===== src/rtl/macc_dot_pkg.sv =====
// Shared FSM encoding and IEEE-754 constants for the dot-product MACC sequencer.
package macc_dot_pkg;

  typedef enum logic [2:0] {
    StIdle,
    StAccum,
    StDrain,
    StRedIssue,
    StRedWait,
    StOutput
  } state_e;

  localparam logic [31:0] FP_ZERO = 32'h0000_0000;
  localparam logic [31:0] FP_ONE  = 32'h3F80_0000;

endpackage


===== src/rtl/macc_psum_bank.sv =====
// Partial-sum register file: one combinational read port, one write port, per-slot valid bits.
module macc_psum_bank #(
  parameter int unsigned BITWIDTH = 32,
  parameter int unsigned LATENCY  = 8,
  parameter int unsigned SLOTW    = 3
) (
  input  logic                clk,
  input  logic                rst,
  input  logic                clr,
  input  logic                we,
  input  logic [SLOTW-1:0]    waddr,
  input  logic [BITWIDTH-1:0] wdata,
  input  logic [SLOTW-1:0]    raddr,
  output logic [BITWIDTH-1:0] rdata,
  output logic                rvalid
);

  logic [BITWIDTH-1:0] mem_q [LATENCY];
  logic [LATENCY-1:0]  vld_q;

  always_ff @(posedge clk) begin
    if (rst) begin
      vld_q <= '0;
    end else if (clr) begin
      vld_q <= '0;
    end else if (we) begin
      vld_q[waddr] <= 1'b1;
    end
  end

  always_ff @(posedge clk) begin
    if (we) mem_q[waddr] <= wdata;
  end

  assign rdata  = mem_q[raddr];
  assign rvalid = vld_q[raddr];

endmodule


===== src/rtl/macc_dot_scheduler.sv =====
// Dot-product sequencer over one shared fused MACC; rotates LATENCY partial sums, then reduces.
// Optional build macro MACC_DOT_RELU_EN clamps negative results to +0.0 on the output.
module macc_dot_scheduler
  import macc_dot_pkg::*;
#(
  parameter int unsigned BITWIDTH = 32,
  parameter int unsigned LATENCY  = 8,
  parameter int unsigned LENWIDTH = 16
) (
  input  logic                aclk,
  input  logic                areset,
  input  logic                start,
  input  logic [LENWIDTH-1:0] cfg_len,
  output logic                busy,
  input  logic [BITWIDTH-1:0] s_axis_ab_a_tdata,
  input  logic [BITWIDTH-1:0] s_axis_ab_b_tdata,
  input  logic                s_axis_ab_tvalid,
  output logic                s_axis_ab_tready,
  output logic [BITWIDTH-1:0] m_macc_a_tdata,
  output logic [BITWIDTH-1:0] m_macc_b_tdata,
  output logic [BITWIDTH-1:0] m_macc_c_tdata,
  output logic                m_macc_tvalid,
  input  logic [BITWIDTH-1:0] s_macc_result_tdata,
  input  logic                s_macc_result_tvalid,
  output logic [BITWIDTH-1:0] m_axis_dot_tdata,
  output logic                m_axis_dot_tvalid,
  input  logic                m_axis_dot_tready
);

  localparam int unsigned SlotW  = (LATENCY > 1) ? $clog2(LATENCY) : 1;
  localparam int unsigned FlushW = $clog2(LATENCY + 1);

  state_e              state_q;
  logic [LENWIDTH-1:0] len_q, issue_cnt_q, wb_cnt_q, j_q, p, j_nxt;
  logic [SlotW-1:0]    issue_slot_q, wb_slot_q, iss_slot_q, rd_addr;
  logic [FlushW-1:0]   flush_q;
  logic                iss_q;
  logic [BITWIDTH-1:0] iss_a_q, iss_b_q, acc_q, rd_data, iss_c, dot_val;
  logic                rd_valid, ab_fire, wb_fire, start_ok, dot_fire;

  assign ab_fire  = s_axis_ab_tvalid && (state_q == StAccum);
  assign wb_fire  = s_macc_result_tvalid && (state_q == StAccum || state_q == StDrain) &&
                    (wb_cnt_q != len_q);
  assign start_ok = start && (state_q == StIdle) && (flush_q == '0);
  assign dot_fire = (state_q == StOutput) && m_axis_dot_tready;
  assign p        = (32'(len_q) < LATENCY) ? len_q : LENWIDTH'(LATENCY);
  assign j_nxt    = j_q + LENWIDTH'(1);

  assign rd_addr = iss_q ? iss_slot_q : ((state_q == StRedIssue) ? j_q[SlotW-1:0] : '0);

  macc_psum_bank #(
    .BITWIDTH (BITWIDTH),
    .LATENCY  (LATENCY),
    .SLOTW    (SlotW)
  ) u_bank (
    .clk    (aclk),
    .rst    (areset),
    .clr    (dot_fire),
    .we     (wb_fire),
    .waddr  (wb_slot_q),
    .wdata  (s_macc_result_tdata),
    .raddr  (rd_addr),
    .rdata  (rd_data),
    .rvalid (rd_valid)
  );

  // A slot reused exactly LATENCY cycles later sees its result on the bus that same cycle.
  assign iss_c = (wb_fire && wb_slot_q == iss_slot_q) ? s_macc_result_tdata :
                 (rd_valid ? rd_data : BITWIDTH'(FP_ZERO));

  always_comb begin
    m_macc_a_tdata = '0;
    m_macc_b_tdata = '0;
    m_macc_c_tdata = '0;
    m_macc_tvalid  = 1'b0;
    if (iss_q) begin
      m_macc_a_tdata = iss_a_q;
      m_macc_b_tdata = iss_b_q;
      m_macc_c_tdata = iss_c;
      m_macc_tvalid  = 1'b1;
    end else if (state_q == StRedIssue) begin
      m_macc_a_tdata = rd_data;
      m_macc_b_tdata = BITWIDTH'(FP_ONE);
      m_macc_c_tdata = acc_q;
      m_macc_tvalid  = 1'b1;
    end
  end

  always_ff @(posedge aclk) begin
    if (areset) begin
      state_q      <= StIdle;
      len_q        <= '0;
      issue_cnt_q  <= '0;
      wb_cnt_q     <= '0;
      j_q          <= '0;
      issue_slot_q <= '0;
      wb_slot_q    <= '0;
      iss_slot_q   <= '0;
      flush_q      <= FlushW'(LATENCY);
      iss_q        <= 1'b0;
      iss_a_q      <= '0;
      iss_b_q      <= '0;
      acc_q        <= '0;
    end else begin
      if (flush_q != '0) flush_q <= flush_q - FlushW'(1);
      iss_q <= ab_fire;
      if (ab_fire) begin
        iss_a_q      <= s_axis_ab_a_tdata;
        iss_b_q      <= s_axis_ab_b_tdata;
        iss_slot_q   <= issue_slot_q;
        issue_slot_q <= (issue_slot_q == SlotW'(LATENCY - 1)) ? '0 : issue_slot_q + SlotW'(1);
        issue_cnt_q  <= issue_cnt_q + LENWIDTH'(1);
      end
      if (wb_fire) begin
        wb_slot_q <= (wb_slot_q == SlotW'(LATENCY - 1)) ? '0 : wb_slot_q + SlotW'(1);
        wb_cnt_q  <= wb_cnt_q + LENWIDTH'(1);
      end
      unique case (state_q)
        StIdle: begin
          if (start_ok) begin
            len_q        <= cfg_len;
            issue_cnt_q  <= '0;
            wb_cnt_q     <= '0;
            issue_slot_q <= '0;
            wb_slot_q    <= '0;
            acc_q        <= BITWIDTH'(FP_ZERO);
            state_q      <= (cfg_len == '0) ? StOutput : StAccum;
          end
        end
        StAccum: begin
          if (ab_fire && issue_cnt_q == len_q - LENWIDTH'(1)) state_q <= StDrain;
        end
        StDrain: begin
          if (wb_cnt_q == len_q) begin
            acc_q   <= rd_data;
            j_q     <= LENWIDTH'(1);
            state_q <= (p == LENWIDTH'(1)) ? StOutput : StRedIssue;
          end
        end
        StRedIssue: state_q <= StRedWait;
        StRedWait: begin
          if (s_macc_result_tvalid) begin
            acc_q   <= s_macc_result_tdata;
            j_q     <= j_nxt;
            state_q <= (j_nxt < p) ? StRedIssue : StOutput;
          end
        end
        StOutput: begin
          if (m_axis_dot_tready) state_q <= StIdle;
        end
        default: state_q <= StIdle;
      endcase
    end
  end

`ifdef MACC_DOT_RELU_EN
  assign dot_val = acc_q[BITWIDTH-1] ? BITWIDTH'(FP_ZERO) : acc_q;
`else
  assign dot_val = acc_q;
`endif

  assign busy              = (state_q != StIdle);
  assign s_axis_ab_tready  = (state_q == StAccum);
  assign m_axis_dot_tvalid = (state_q == StOutput);
  assign m_axis_dot_tdata  = (state_q == StOutput) ? dot_val : '0;

endmodule

===== config.mk =====
export PLATFORM = sky130hd
export DESIGN_NAME = macc_dot_scheduler
export DESIGN_NICKNAME = d
export VERILOG_FILES = /design/src/rtl/macc_dot_pkg.sv /design/src/rtl/macc_psum_bank.sv /design/src/rtl/macc_dot_scheduler.sv
export SDC_FILE = /design/constraint.sdc
export NUM_CORES = 1
export LEC_CHECK = 0
export CAP_MARGIN = 10
export CORE_MARGIN = 3
export CORE_UTILIZATION = 45
export CTS_CLUSTER_DIAMETER = 80
export CTS_CLUSTER_SIZE = 8
export DETAILED_ROUTE_END_ITERATION = 10
export GPL_ROUTABILITY_DRIVEN = 0
export GPL_TIMING_DRIVEN = 1
export PLACE_DENSITY = 0.67
export SYNTH_ARGS = -nofsm -noshare
export SYNTH_HDL_FRONTEND = slang
export SYNTH_HIERARCHICAL = 1
export SYNTH_SLANG_ARGS = --single-unit

===== constraint.sdc =====
create_clock -name aclk -period 7.37 [get_ports aclk]
set_input_delay 1.474 -clock aclk [delete_from_list [all_inputs] [get_ports aclk]]
set_output_delay 1.474 -clock aclk [all_outputs]
set_load 0.01 [all_outputs]

Yosys cells after proc, flatten, opt, wreduce, memory -nomap -nowiden:

Memory sizes are Yosys's and may differ from the RTL's.
Cells that the tools add are included.

* bits in registers: 185
* latch bits: 0
* RAM bits: 256
* memory bits (read-only): 0
* input bits: 118
* output and inout bits: 132
* word-level logic and storage cells: 117
* memories kept: 1

* $add $sub $neg: 7
* multipliers: 0
* div/mod/pow operators: 0
* magnitude comparators: 5
* eq/ne operators: 17
* shift-type cells: 0
* multiplexer cells: 50
* bitwise gates (word level): 1
* reductions and logical operators: 22

Memories
* u_bank.mem_q: words 8, bits a word 32, rd ports 1, clocked after Yosys merged registers in 0, write ports 1, RTL line macc_psum_bank.sv:18 `logic [BITWIDTH-1:0] mem_q [LATENCY];`

Operator list (number)
* $mux 32: 11
* $mux 16: 9
* $pmux 32 s3: 1
* $mux 3: 18
* $add 16x1->16 const B: 3
* $eq 16x16->1: 2
* $pmux 16 s2: 1
* $mux 30: 1
* $pmux 3 s6: 1
* $eq 16x1->1 const B: 1
* $logic_not 16->1: 1
* $lt 16x16->1: 1
* $lt 16x4->1 const B: 1
* $ne 16x16->1: 1
* $sub 16x1->16 const B: 1
* $eq 3x3->1 const B: 4
* $logic_and 1x1->1: 9
* $lt 3x4->1 const B: 2
* $or 8x8->8: 1
* $add 3x1->3 const B: 2
* $eq 3x2->1 const B: 2
* $mux 1: 6
* $ne 2x1->1 const B: 3
* $reduce_bool 3->1: 2
* 17 further kinds: 18

Logic depth before layout (Yosys ltp):

Gate-level depths: netlist of run 1.

* word-level depth: 8
* gate-level depth with buffers: 14
* depth with buffers taken out: 11

Modules after synthesis:

Netlist of run 1, hierarchy kept.

By module, submodules not included
* macc_dot_scheduler: instances 1, cells an instance 1312, area each 10206.0 um2, sequential area each 3543.4 um2
* macc_psum_bank: instances 1, cells an instance 398, area each 9980.8 um2, sequential area each 7847.5 um2

Worst setup path before layout of run 1:

Ideal clock, no wire load.

* path type: input -> register
* start point: input s_macc_result_tvalid
* end point: memory u_bank.mem_q[0][0], enable pin
* library setup time: 516 ps
* data arrival time: 5692 ps
* required time: 6854 ps
* setup slack: 1161 ps
* stages on the path: 4
* path buffers: 1
* path through: o21ai_0 clkbuf_1 nor2_1 nor4b_1

* cells in the longest elaborated chain, start to end: 4

RTL lines
* start, declared: RTL line macc_dot_scheduler.sv:24 `input logic s_macc_result_tvalid,`
* $logic_and 1x1->1 (2 in series): RTL line macc_dot_scheduler.sv:42 `assign wb_fire = s_macc_result_tvalid && (state_q == StAccum || state_q == StDrain) &&`
* net wb_fire: RTL line macc_dot_scheduler.sv:39 `logic rd_valid, ab_fire, wb_fire, start_ok, dot_fire;`
* $mux 1: RTL line macc_psum_bank.sv:32 `if (we) mem_q[waddr] <= wdata;`
* $mux 1 (not written as such): RTL line macc_psum_bank.sv:32
* end, declared: RTL line macc_psum_bank.sv:18

The timed path passes the listed nets, and every way through them passes these cells.

Final worst setup path of run 1:

* start point: register state_q[0]
* end point: output m_macc_c_tdata[31]

* cells in the longest elaborated chain, start to end: 8
* elaborated cells on any way between the ends: 16
* those cells by class: eq/ne: 3; mux: 8; reduce/logical: 4; memory: 1

RTL lines
* start, declared: RTL line macc_dot_scheduler.sv:33 `state_e state_q;`
* start signal, assigned: RTL line macc_dot_scheduler.sv:91 `state_q <= StIdle;`
* start signal, assigned: RTL line macc_dot_scheduler.sv:127 `state_q <= (cfg_len == '0) ? StOutput : StAccum;`
* start signal, assigned: RTL line macc_dot_scheduler.sv:131 `if (ab_fire && issue_cnt_q == len_q - LENWIDTH'(1)) state_q <= StDrain;`
* $eq 3x2->1: RTL line macc_dot_scheduler.sv:49 `assign rd_addr = iss_q ? iss_slot_q : ((state_q == StRedIssue) ? j_q[SlotW-1:0] : '0);`
* $mux 3 (2 in series): RTL line macc_dot_scheduler.sv:49
* net rd_addr[2]: RTL line macc_dot_scheduler.sv:35 `logic [SlotW-1:0] issue_slot_q, wb_slot_q, iss_slot_q, rd_addr;`
* $bmux 1 s3: RTL line macc_psum_bank.sv:36 `assign rvalid = vld_q[raddr];`
* $mux 1 (not written as such): RTL line macc_psum_bank.sv:36
* net rd_valid: RTL line macc_dot_scheduler.sv:39
* $mux 32: RTL line macc_dot_scheduler.sv:69 `(rd_valid ? rd_data : BITWIDTH'(FP_ZERO));`
* $mux 32: RTL line macc_dot_scheduler.sv:68 `assign iss_c = (wb_fire && wb_slot_q == iss_slot_q) ? s_macc_result_tdata :`
* $mux 32: RTL line macc_dot_scheduler.sv:76 `if (iss_q) begin`
* end, declared: RTL line macc_dot_scheduler.sv:21 `output logic [BITWIDTH-1:0] m_macc_c_tdata,`

The timed path passes the listed nets, and every way through them passes these cells. The select of a mux whose other input is x is not followed.

==> results of run 1 <==
layout make-up:
| cell class | instances | area [µm²] | share of cell area (%) |
|---|---|---|---|
| flip-flops and latches | 441 | 11400 | 45.5 |
| multi-input cells | 1112 | 8270 | 33.1 |
| repair buffers | 275 | 2700 | 10.8 |
| clock buffers | 104 | 1710 | 6.83 |
| well taps | 585 | 732 | 2.93 |
| inverters | 41 | 154 | 0.615 |
| clock inverters | 3 | 58.8 | 0.235 |
how the worst min path moves through the flow:
stage | depth (start not counted) | to
4_1_cts | 2 | iss_b_q[15]
3_3_place_gp | 2 | iss_b_q[6]
5_1_grt | 2 | iss_b_q[18]
3_5_place_dp | 2 | iss_b_q[15]
6_report | 2 | iss_b_q[15]
2_1_floorplan | 2 | iss_b_q[0]
synth_stat cells (all sizes together) (7+ instances only):
cell / number
nand2: 233
and2: 68
xor2: 17
a21oi: 144
a22o: 68
edfxtp: 256
a21o: 8
mux4: 66
nand3: 22
a211oi: 35
a22oi: 37
buf: 39
ha: 25
nor3: 12
dfxtp: 185
o21a: 10
mux2i: 34
and3: 7
clkbuf: 88
nor2: 72
inv: 41
mux2: 34
xnor2: 64
nand3b: 8
nor4: 19
o21ai: 17
nand4: 21
or3: 8
cell families after synthesis:
kind of cell	synth area share, %
XOR/XNOR	3.51
other	0.0186
buffers and inverters	3.51
multiplexers	11.0
AO/OA/AOI/OAI	11.1
AND/OR/NAND/NOR	12.8
adder cells (fa/ha/maj)	1.55
flip-flops	56.4
critical path, cell delays in order, from the launching register on:
cell and delay (ns):
dfxtp_1 0.73, nand3b_1 0.25, nor2_4 0.36, a22o_2 0.25, buf_4 0.50, mux4_2 0.30, mux2_2 0.72, nand2_1 0.11
mux2i_1 0.18, a22o_1 0.14, clkdlybuf4s50_1 0.61
per-stage QoR:
stage / util, % / cell area, µm² / worst slack [ns] / hold WS, ns
floorplan: - / 20200 / 1.16 / 0.432
global placement: 53.3 / 23300 / 1.62 / 0.437
detailed placement: 53.3 / 23300 / 1.54 / 0.442
CTS: 57.3 / 25000 / 1.15 / 0.450
global route: 57.3 / 25000 / 0.905 / 0.466
finish: 57.3 / 25000 / 1.13 / 0.447
where the power goes:
| part | internal [W] | switching (W) |
|---|---|---|
| clock network | 0.00156 | 0.00102 |
| registers | 0.00269 | 0.0000827 |
| logic | 0.000268 | 0.000400 |
sequential cells by signal, indices dropped and copies added, names as in the netlist, 4 cells and up:
name,cells
acc_q,32
flush_q,4
iss_a_q,32
iss_b_q,32
issue_cnt_q,16
j_q,16
len_q,16
u_bank/mem_q,256
u_bank/vld_q,8
wb_cnt_q,16
routing by layer:
metal,share of wire (%),GRT usage [%],routed length (µm),vias to the layer above
met1,43,29.9,22600,7260
met2,48,37.2,25700,506
met4,1.9,5.59,1000,0
met5,0,0,0,-
met3,7.2,4.35,3800,81
li1,-,-,-,6759
==> summary.md, run 1 <==
| Metric | Value |
|---|---|
| Horiz. Die Dim | 218 µm |
| Hold_buf cts | 0 |
| Fmax | 160 MHz |
| Hold path start | iss_b_q[15] |
| Slew HR | 17.9% |
| Endpoints failing setup | 0 |
| Clk sink count | 441 |
| Setup slack, reg-to-reg | 3.26 ns |
| Fin. max-slew vios | 0 |
| CTS tree | yes |
| # H-tree levels | 2 |
| Initial Utilization | 46.3% |
| Power Total | 0.00602 W |
| CP startpoint | state_q[0] |
| Reg2Reg Launch Point | state_q[0] |
| Vias in the first global route | 14700 |
| Worst Path Required | 5.90 ns |
| Most frequent cells in the layout | edfxtp_1, clkdlybuf4s50_1, nand2_1 |
| Antenna cells | 0 |
| Most area-consuming cells after synthesis | edfxtp_1, dfxtp_1, mux4_2, nand2_1, a21oi_1 |
| Rows | 76 |
| Distinct cells, synth | 66 |
| Async SR Flop Fraction | 0% |
| CTS Buffer Depth | 3 |
| Total Neg Setup Slack | 0 ns |
| Routed Antenna Nets | 0 |
| Buffers on Ports | 249 |
| Max-cap viol count | 0 |
| PD cells | 241 nW/µm² |
| # nets final | 2075 |
| Die area | 47400 µm² |
| Critical path endpoint category | output port |
| Status | finished, final reports clean |
| Most common cell after layout, fill and taps aside | edfxtp_1 |
| DRC errors left | 0 |
| CP endpoint | m_macc_c_tdata[31] |
| Later-pin clock latency in the skew report | 0.62 ns |
| Syn Std Cell Area | 20200 µm² |
| Ys Warns | 6 |
| Routed wire length per instance | 20.7 µm |
| Sequential fraction of the synthesis area | 56.4% |
| Worst-Margin Slew | 1.23 ns |
| I/O pin cnt | 250 |
| Arr. time, crit path | 4.76 ns |
| Dpl hpwl | 32400 µm |
| Max Fanout on Critical Path | 39 |
| First-pass GRT wire length | 83000 µm |
| Iteration-0 DRC Markers | 1196 |
| Resized Gates After CTS | 0 |
| Filler cells | 3580 |
| Core Region | 43600 µm² |
| Avg Cell Area, Syn | 11.8 µm² |
| CTS Root Cell | clkbuf_16 |
| FF-to-FF path depth | 6 |
| Pin count of the biggest net entering global routing | 86 |
| Clock period minus worst slack | 6.24 ns |
| RSZ-0062 raised after global routing | no |
| Final worst path period share | 84.7% |
| Gr ovfl total | 0 |
| P_leak | 8.19 nW |
| Global-route usage over all layers | 22.2% |
| Post-Layout Cell Count | 2561 |
| Clock Skew | 0.0333 ns |
| Worst min-delay path class | flip-flop to flip-flop |
| Reg2reg end | u_bank/mem_q[1][28] |
| Synth top area share | 38.1% |
| Worst-path clk slew | 0.05 ns |
| Primary FF master, synth | edfxtp_1 |
| Area leader, netlist | edfxtp_1 |
| Placed Cells | 2454 |
| Final wirelength | 53100 µm |
| Worst VDD drop | 0.000225 V |
| Vias/cell | 5.70 |
| EDFF count, synth | 256 |
| Area Overhead vs Synth | 23.9% |
| Postcts setup bufs | 0 |
| Die Ht | 218 µm |
| Antenna violations before repair | 0 |
| Num CTS Buffers | 61 |
| Routed vias | 14600 |
| Yosys reg bits | 441 |
| CP startpoint kind | flip-flop |
| Post-Synthesis Cells | 1710 |
| Layout cells sized above 1 | 11.0% |
| Pre-antenna DRT Iters | 5 |
| CP Class | flip-flop to output port |
| Final Hold Violating Endpoints | 0 |
No activity file was read; power rests on OpenSTA's default activity.
==> run 2, diff against run 1 <==
Settings changed: PLACE_DENSITY 0.67 to 0.69.
Clock period 7.37 ns to 5.46 ns, I/O delays scaled along.
==> run 2 against run 1 <==
Net effect:
- global-route usage about the same
- design area increased by 0.42%
- sequential power increased by 35%
- first-iteration DRC count increased by 0.50%
- sequential cell count unchanged
- hold slack about the same
- clock-buffer cell count unchanged
- register-to-register slack got worse by 1.0 ns
==> summary.md, run 2 (synthesis results as in run 1) <==
| Metric | Value |
|---|---|
| Status | finished, final reports clean |
| Endpoints failing setup | 0 |
| Clock Skew | 0.0437 ns |
| First-pass GRT wire length | 83100 µm |
| Initial Utilization | 46.3% |
| Family with the most delay on the worst path | multiplexers |
| RSZ-0062 raised after global routing | no |
| Gr ovfl total | 0 |
| # H-tree levels | 2 |
| Combinational share of power | 11.2% |
| Antenna violations before repair | 2 |
| Pint | 0.00610 W |
| Reg power frac | 46.1% |
| Area Overhead vs Synth | 24.5% |
| Largest stage delay, worst path | 0.61 ns |
| Worst path depth | 10 |
| Register name with the most flops | u_bank/mem_q |
| Postcts setup bufs | 0 |
| Clock network power share | 42.7% |
| I/O pin cnt | 250 |
| Post-Layout Cell Count | 2569 |
| M2 GR Usage | 37.3% |
| Resized Gates After CTS | 0 |
| Global-route usage over all layers | 22.2% |
| Dpl hpwl | 32200 µm |
| Die area | 47400 µm² |
| Hold path depth | 2 |
| PD cells | 323 nW/µm² |
| CTS Buffer Depth | 3 |
| GR Layer Usage met3 | 4.46% |
| Slew HR | 21.8% |
| Worst-path clk slew | 0.05 ns |
| Final core occ | 57.6% |
| Hold_buf cts | 0 |
| Arr. time, crit path | 3.98 ns |
| CP Class | flip-flop to output port |
| Routed Antenna Nets | 0 |
| Hold slack | 0.447 ns |
| Buf/Inv on CP | 2 |
| CP max-delay cell | dfxtp_1 |
| Fmax | 197 MHz |
| CTS Root Cell | clkbuf_16 |
| Grt met1 use | 29.6% |
| Clk sink count | 441 |
| CP startpoint kind | flip-flop |
| Vias in the first global route | 14800 |
| Num CTS Buffers | 61 |
| Final worst path period share | 92.9% |
| Critical path endpoint category | output port |
| Placed Cells | 2461 |
| Vias/cell | 5.67 |
| Clock period minus worst slack | 5.07 ns |
| DRC errors left | 0 |
| Buffers on Ports | 249 |
| Max Fanout on Critical Path | 24 |
| Pre-CTS setup slack | 0.841 ns |
| Routed vias | 14600 |
| Worst Path Required | 4.37 ns |
| P_leak | 8.24 nW |
| Worst min-delay path class | flip-flop to flip-flop |
| Most common cell after layout, fill and taps aside | edfxtp_1 |
| Die Ht | 218 µm |
| Fin. max-slew vios | 0 |
| # nets final | 2082 |
| CTS tree | yes |
| Final Hold Violating Endpoints | 0 |
| Cell chain of the critical path | nand3b_1 -> nor2_4 -> a22o_4 -> buf_12 -> mux4_1 -> mux2_2 -> nand2_1 -> mux2i_1 -> a22o_1 -> clkdlybuf4s50_1 |
| Worst-Margin Slew | 1.17 ns |
| Net Sw Frac | 24.8% |
| Worst VDD drop | 0.000269 V |
| Setup WS post-layout | 0.386 ns |
| Pre-antenna DRT Iters | 5 |
| Final wirelength | 53100 µm |
| FF-to-FF path depth | 8 |
| Pin count of the biggest net entering global routing | 83 |
| P_sw | 0.00201 W |
| Layer with the highest usage | met2 |
| Most frequent cells in the layout | edfxtp_1, clkdlybuf4s50_1, nand2_1 |
| Horiz. Die Dim | 218 µm |
| Routed wire length per instance | 20.7 µm |
| Rows | 76 |
| Largest register FFs | 256 |
| Max-cap viol count | 0 |
| Core Region | 43600 µm² |
| Layout cells sized above 1 | 11.3% |
| Later-pin clock latency in the skew report | 0.61 ns |
| Iteration-0 DRC Markers | 1202 |
-- run 2: power by group through the flow --
stage          Clock, W  Sequential, W  Combinational [W]
2_1_floorplan         0        0.00375           0.000604
3_3_place_gp          0        0.00380           0.000887
3_5_place_dp          0        0.00380           0.000905
4_1_cts         0.00354        0.00374           0.000908
5_1_grt         0.00369        0.00375            0.00101
6_report        0.00346        0.00374           0.000911
-- run 2: cell type report --
class	count	area [µm²]
Clock buffer	104	1710
Fill cell	3496	18500
Tap cell	585	732
Clock inverter	3	58.8
Antenna cell	1	2.50
Inverter	41	154
Multi-Input combinational cell	1112	8290
Timing Repair Buffer	282	2790
Sequential cell	441	11400
-- run 2: tightest hold or removal path, cell delays in order (launching register included) --
cell,delay (ns)
dfxtp_1,0.30
nand2_1,0.05
a21oi_1,0.05
-- run 2: metrics by stage --
stage	power [W]	setup TNS, ns	cell area [µm²]
after CTS	0.00819	0	25100
after global placement	0.00468	0	23300
after floorplan	0.00435	-5.49	20200
final	0.00811	0	25100
after global routing	0.00844	0	25100
after detailed placement	0.00471	0	23300
-- run 2: layer usage --
layer / routed length, µm / up-vias / part of all wire [%]
met5: 8 / - / 0.015
met4: 1160 / 2 / 2.2
met3: 3480 / 83 / 6.6
met2: 25700 / 481 / 48
met1: 22700 / 7224 / 43
li1: - / 6774 / -
-- run 2: worst paths after layout --
path | start | slack (ns) | endpoint
setup / recovery | state_q[1] | 0.39 | m_macc_c_tdata[31]
hold / removal | iss_b_q[6] | 0.45 | iss_b_q[6]
setup reg to reg | state_q[0] | 2.26 | u_bank/mem_q[5][12]
hold reg to reg | iss_b_q[6] | 0.45 | iss_b_q[6]
==> run 3, diff against run 2 <==
Settings changed: CAP_MARGIN 10 to 20, GPL_TIMING_DRIVEN 1 to unset.
==> run 3 against run 2 <==
Net effect:
- cell count barely moved
- design area is essentially flat
- combinational power increased by 0.4%
- global-route usage shrank 0.066 points
- critical path depth stayed put
- power about the same
- highest routed layer unchanged
==> summary.md, run 3 (synthesis results as in run 1) <==
| Metric | Value |
|---|---|
| CTS tree | yes |
| First-pass GRT wire length | 83300 µm |
| Register name with the most flops | u_bank/mem_q |
| Clock network power share | 42.6% |
| Worst Path Required | 4.37 ns |
| Reg power frac | 46.1% |
| DRC errors left | 0 |
| Postcts setup bufs | 0 |
| Routed Antenna Nets | 0 |
| Max Fanout on Critical Path | 24 |
| Hold path start | iss_b_q[10] |
| Arr. time, crit path | 4.04 ns |
| Clock period minus worst slack | 5.13 ns |
| Max-cap viol count | 0 |
| Worst-path clk slew | 0.05 ns |
| Hold slack | 0.447 ns |
| Critical path endpoint category | output port |
| Net Sw Frac | 24.8% |
| Horiz. Die Dim | 218 µm |
| CP Class | flip-flop to output port |
| Layout cells sized above 1 | 11.4% |
| Family with the most delay on the worst path | multiplexers |
| P_leak | 8.24 nW |
| # nets final | 2083 |
| Most frequent cells in the layout | edfxtp_1, clkdlybuf4s50_1, nand2_1 |
| Clock Skew | 0.0400 ns |
| Fmax | 195 MHz |
| Reg2reg end | u_bank/mem_q[5][1] |
| RSZ-0062 raised after global routing | no |
| PD cells | 323 nW/µm² |
| Global-route usage over all layers | 22.2% |
| Gr ovfl total | 0 |
| Final wirelength | 53000 µm |
| Worst min-delay path class | flip-flop to flip-flop |
| Worst VDD drop | 0.000263 V |
| Setup WS post-layout | 0.329 ns |
| CP startpoint kind | flip-flop |
| Status | finished, final reports clean |
| # H-tree levels | 2 |
| Core Region | 43600 µm² |
| Pin count of the biggest net entering global routing | 83 |
| Antenna cells | 0 |
| Area after DPL | 23400 µm² |
| Buf/Inv on CP | 2 |
| CTS Root Cell | clkbuf_16 |
| Combinational share of power | 11.3% |
| Pre-CTS setup slack | 0.829 ns |
| Clk sink count | 441 |
| Final core occ | 57.6% |
| CTS Buffer Depth | 3 |
| Routed vias | 14600 |
| P_sw | 0.00201 W |
| Endpoints failing setup | 0 |
| FF-to-FF path depth | 8 |
| Dpl hpwl | 32200 µm |
| Filler cells | 3581 |
| CP max-delay cell | dfxtp_1 |
| Total Neg Setup Slack | 0 ns |
| Worst-Margin Slew | 0.985 ns |
| Largest register FFs | 256 |
| Hold_buf cts | 0 |
| Resized Gates After CTS | 0 |
| Area Overhead vs Synth | 24.4% |
| Slew HR | 34.3% |
| Later-pin clock latency in the skew report | 0.62 ns |
| Buffers on Ports | 249 |
| Pre-antenna DRT Iters | 5 |
| Vias/cell | 5.70 |
| Reg2Reg Launch Point | state_q[0] |
| Die area | 47400 µm² |
| Cell chain of the critical path | nand3b_1 -> nor2_4 -> a22o_4 -> buf_12 -> mux4_1 -> mux2_2 -> nand2_1 -> mux2i_1 -> a22o_1 -> clkdlybuf4s50_1 |
| Final Hold Violating Endpoints | 0 |
| Largest stage delay, worst path | 0.63 ns |
| Iteration-0 DRC Markers | 1246 |
| Num CTS Buffers | 61 |
| Routed wire length per instance | 20.7 µm |
| Final worst path period share | 94.0% |
| Pint | 0.00609 W |
| Fin. max-slew vios | 0 |
| Rows | 76 |
| Most common cell after layout, fill and taps aside | edfxtp_1 |
| Antenna violations before repair | 1 |
| Hold path depth | 2 |
| Hold Path Sink | iss_b_q[10] |
| Vias in the first global route | 14700 |
| Setup slack, reg-to-reg | 2.23 ns |
| Die Ht | 218 µm |
| I/O pin cnt | 250 |
| Initial Utilization | 46.3% |
| Final Cell Area | 25100 µm² |
run 3: worst max-delay path by stage:
stage	endpoint	slack [ns]	from	cells after the start
after floorplan	u_bank/mem_q[2][0]	-0.09	s_macc_result_tvalid	4
after global placement	m_macc_c_tdata[1]	0.94	state_q[1]	9
after detailed placement	m_macc_c_tdata[7]	0.83	state_q[1]	9
after CTS	m_macc_c_tdata[7]	0.20	state_q[1]	9
after global routing	m_macc_c_tdata[1]	0.06	state_q[1]	10
final	m_macc_c_tdata[31]	0.33	state_q[1]	10
run 3: power by group through the flow:
stage / sequential (W) / combinational, W / clock, W
3_3_place_gp: 0.00380 / 0.000887 / 0
2_1_floorplan: 0.00375 / 0.000604 / 0
6_report: 0.00374 / 0.000915 / 0.00345
4_1_cts: 0.00374 / 0.000909 / 0.00353
3_5_place_dp: 0.00380 / 0.000907 / 0
5_1_grt: 0.00375 / 0.00101 / 0.00368
run 3: metrics by stage:
step	instances	total power, W
after floorplan	1721	0.00435
final	2567	0.00811
after detailed placement	2462	0.00471
after global placement	2461	0.00468
after global routing	2567	0.00843
after CTS	2567	0.00818
run 3: cell type report:
cell class,instances,area [µm²],area share (%)
repair buffers,283,2800,11.1
multi-input cells,1112,8290,33.0
flip-flops and latches,441,11400,45.4
inverters,41,154,0.613
well taps,585,732,2.91
clock buffers,102,1700,6.77
clock inverters,3,58.8,0.234
run 3: routing by layer:
layer  vias up  global-route usage [%]  wire, µm
li1       6771                       -         -
met3        75                    4.01      3460
met2       498                    36.5     25300
met5         -                       0        13
met4         2                    6.13      1150
met1      7290                    30.4     23100
run 3: tightest hold or removal path, cell delays in order, from the launching register on:
cell and delay [ns]:
dfxtp_1 0.30, nand2_1 0.05, a21oi_1 0.05
==> RTL edit: new RTL, config.mk and constraints of run 3 <==
`LATENCY` is set to 8 in 2 places; all go to 16.
--- a/src/rtl/macc_psum_bank.sv
+++ b/src/rtl/macc_psum_bank.sv
@@ -3,3 +3,3 @@
   parameter int unsigned BITWIDTH = 32,
-  parameter int unsigned LATENCY  = 8,
+  parameter int unsigned LATENCY  = 16,
   parameter int unsigned SLOTW    = 3
--- a/src/rtl/macc_dot_scheduler.sv
+++ b/src/rtl/macc_dot_scheduler.sv
@@ -6,3 +6,3 @@
   parameter int unsigned BITWIDTH = 32,
-  parameter int unsigned LATENCY  = 8,
+  parameter int unsigned LATENCY  = 16,
   parameter int unsigned LENWIDTH = 16
Check against the original RTL: no difference found for any inputs over 4 cycles, from zero or initial values and one cycle with areset high; that may be too few to reach the edited logic, so the function may still have changed.
==> RTL edit against run 3 <==
- synthesized area increased by 48%
- cell area increased by 46%
- sequential share of layout area increased by 7.4 points
- via count increased by 37%
- critical path depth increased by 3
- total power increased by 53%
- sequential cell count increased by 268
- count of clock-buffer cells in the layout increased by 68
- wire length increased by 61%
- sequential power increased by 60%
- final cell count increased by 31%
- setup slack got worse by 0.14 ns
- die area increased by 47%
- critical endpoint is now m_macc_c_tdata[16]
- largest cell class unchanged
==> RTL edit: results (changes against run 3) <==
[status]
status = completed

[yosys]
synth_area_leaders = edfxtp_1, dfxtp_1, mux4_2
muxShareOfSynthArea_pct = 10.02  ; -1.0 points
synth_edf_count = 512  ; +100%
synth_fa_ha_area_share_pct = 0.9216  ; -0.63 points
synth_top_area_share_pct = 51.48  ; +13 points
synth_xor_area_share_pct = 2.756  ; -0.76 points

[grt]
grt_max_degree = 108  ; +30%
met3_usage_pct = 6.430  ; +2.4 points
grt_pass1_wl_mm = 127.7  ; +53%
use_met2_pct = 37.54  ; +1.0 points

[layout]
regArea_um2 = 19320  ; +70%
multi_input_area_um2 = 10070  ; +22%
drive_gt1_share_pct = 15.10  ; +3.8 points
fill_cells = 5031  ; +40%

[timing]
slew_headroom_pct = 23.31  ; -11 points

[clock_network]
htree_levels = 3  ; +1
clock_latency_ns = 0.64  ; +0.02 ns

[routing]
dr_wl_met3_mm = 8.841  ; +160%
wl_per_cell_um = 25.38  ; +23%
vias_per_cell = 5.965  ; +4.6%
wl_met1_mm = 34.91  ; +51%
wl_met2_mm = 39.42  ; +56%

[critical_path]
cp-endpoint = m_macc_c_tdata[16]
reg2reg_slack_ns = 1.71  ; -0.52 ns
crit_path_max_incr_delay_ns = 0.52  ; -0.11 ns
r2r_start = j_q[0]$_SDFFE_PP0P_

==> RTL edit: kinds of logic (layout without fill, tap and decap cells) <==
| kind of cell | Yosys count | after routing |
|---|---|---|
| AND/OR/NAND/NOR | 607 | 608 |
| adder cells (fa/ha/maj) | 22 | 22 |
| XOR/XNOR | 94 | 94 |
| buffers and inverters | 164 | 504 |
| other | 1 | 12 |
| flip-flops | 709 | 709 |
| AO/OA/AOI/OAI | 414 | 414 |
| multiplexers | 134 | 134 |
==> RTL edit: stage by stage <==
step	hold slack, ns	std cells	cell area [um^2]	worst slack [ns]
3_5_place_dp	0.4443	3165	33570	0.5106
5_1_grt	0.4671	3351	36630	0.01844
6_report	0.4462	3352	36640	0.1864
3_3_place_gp	0.4334	3164	33560	0.5850
2_1_floorplan	0.4223	2155	29900	0.4770
4_1_cts	0.4511	3343	36510	0.01443
==> RTL edit: tightest hold or removal path, cell delays in order (launching register included) <==
cell	delay, ns
dfxtp_1	0.30
nand2_1	0.05
a21oi_1	0.05
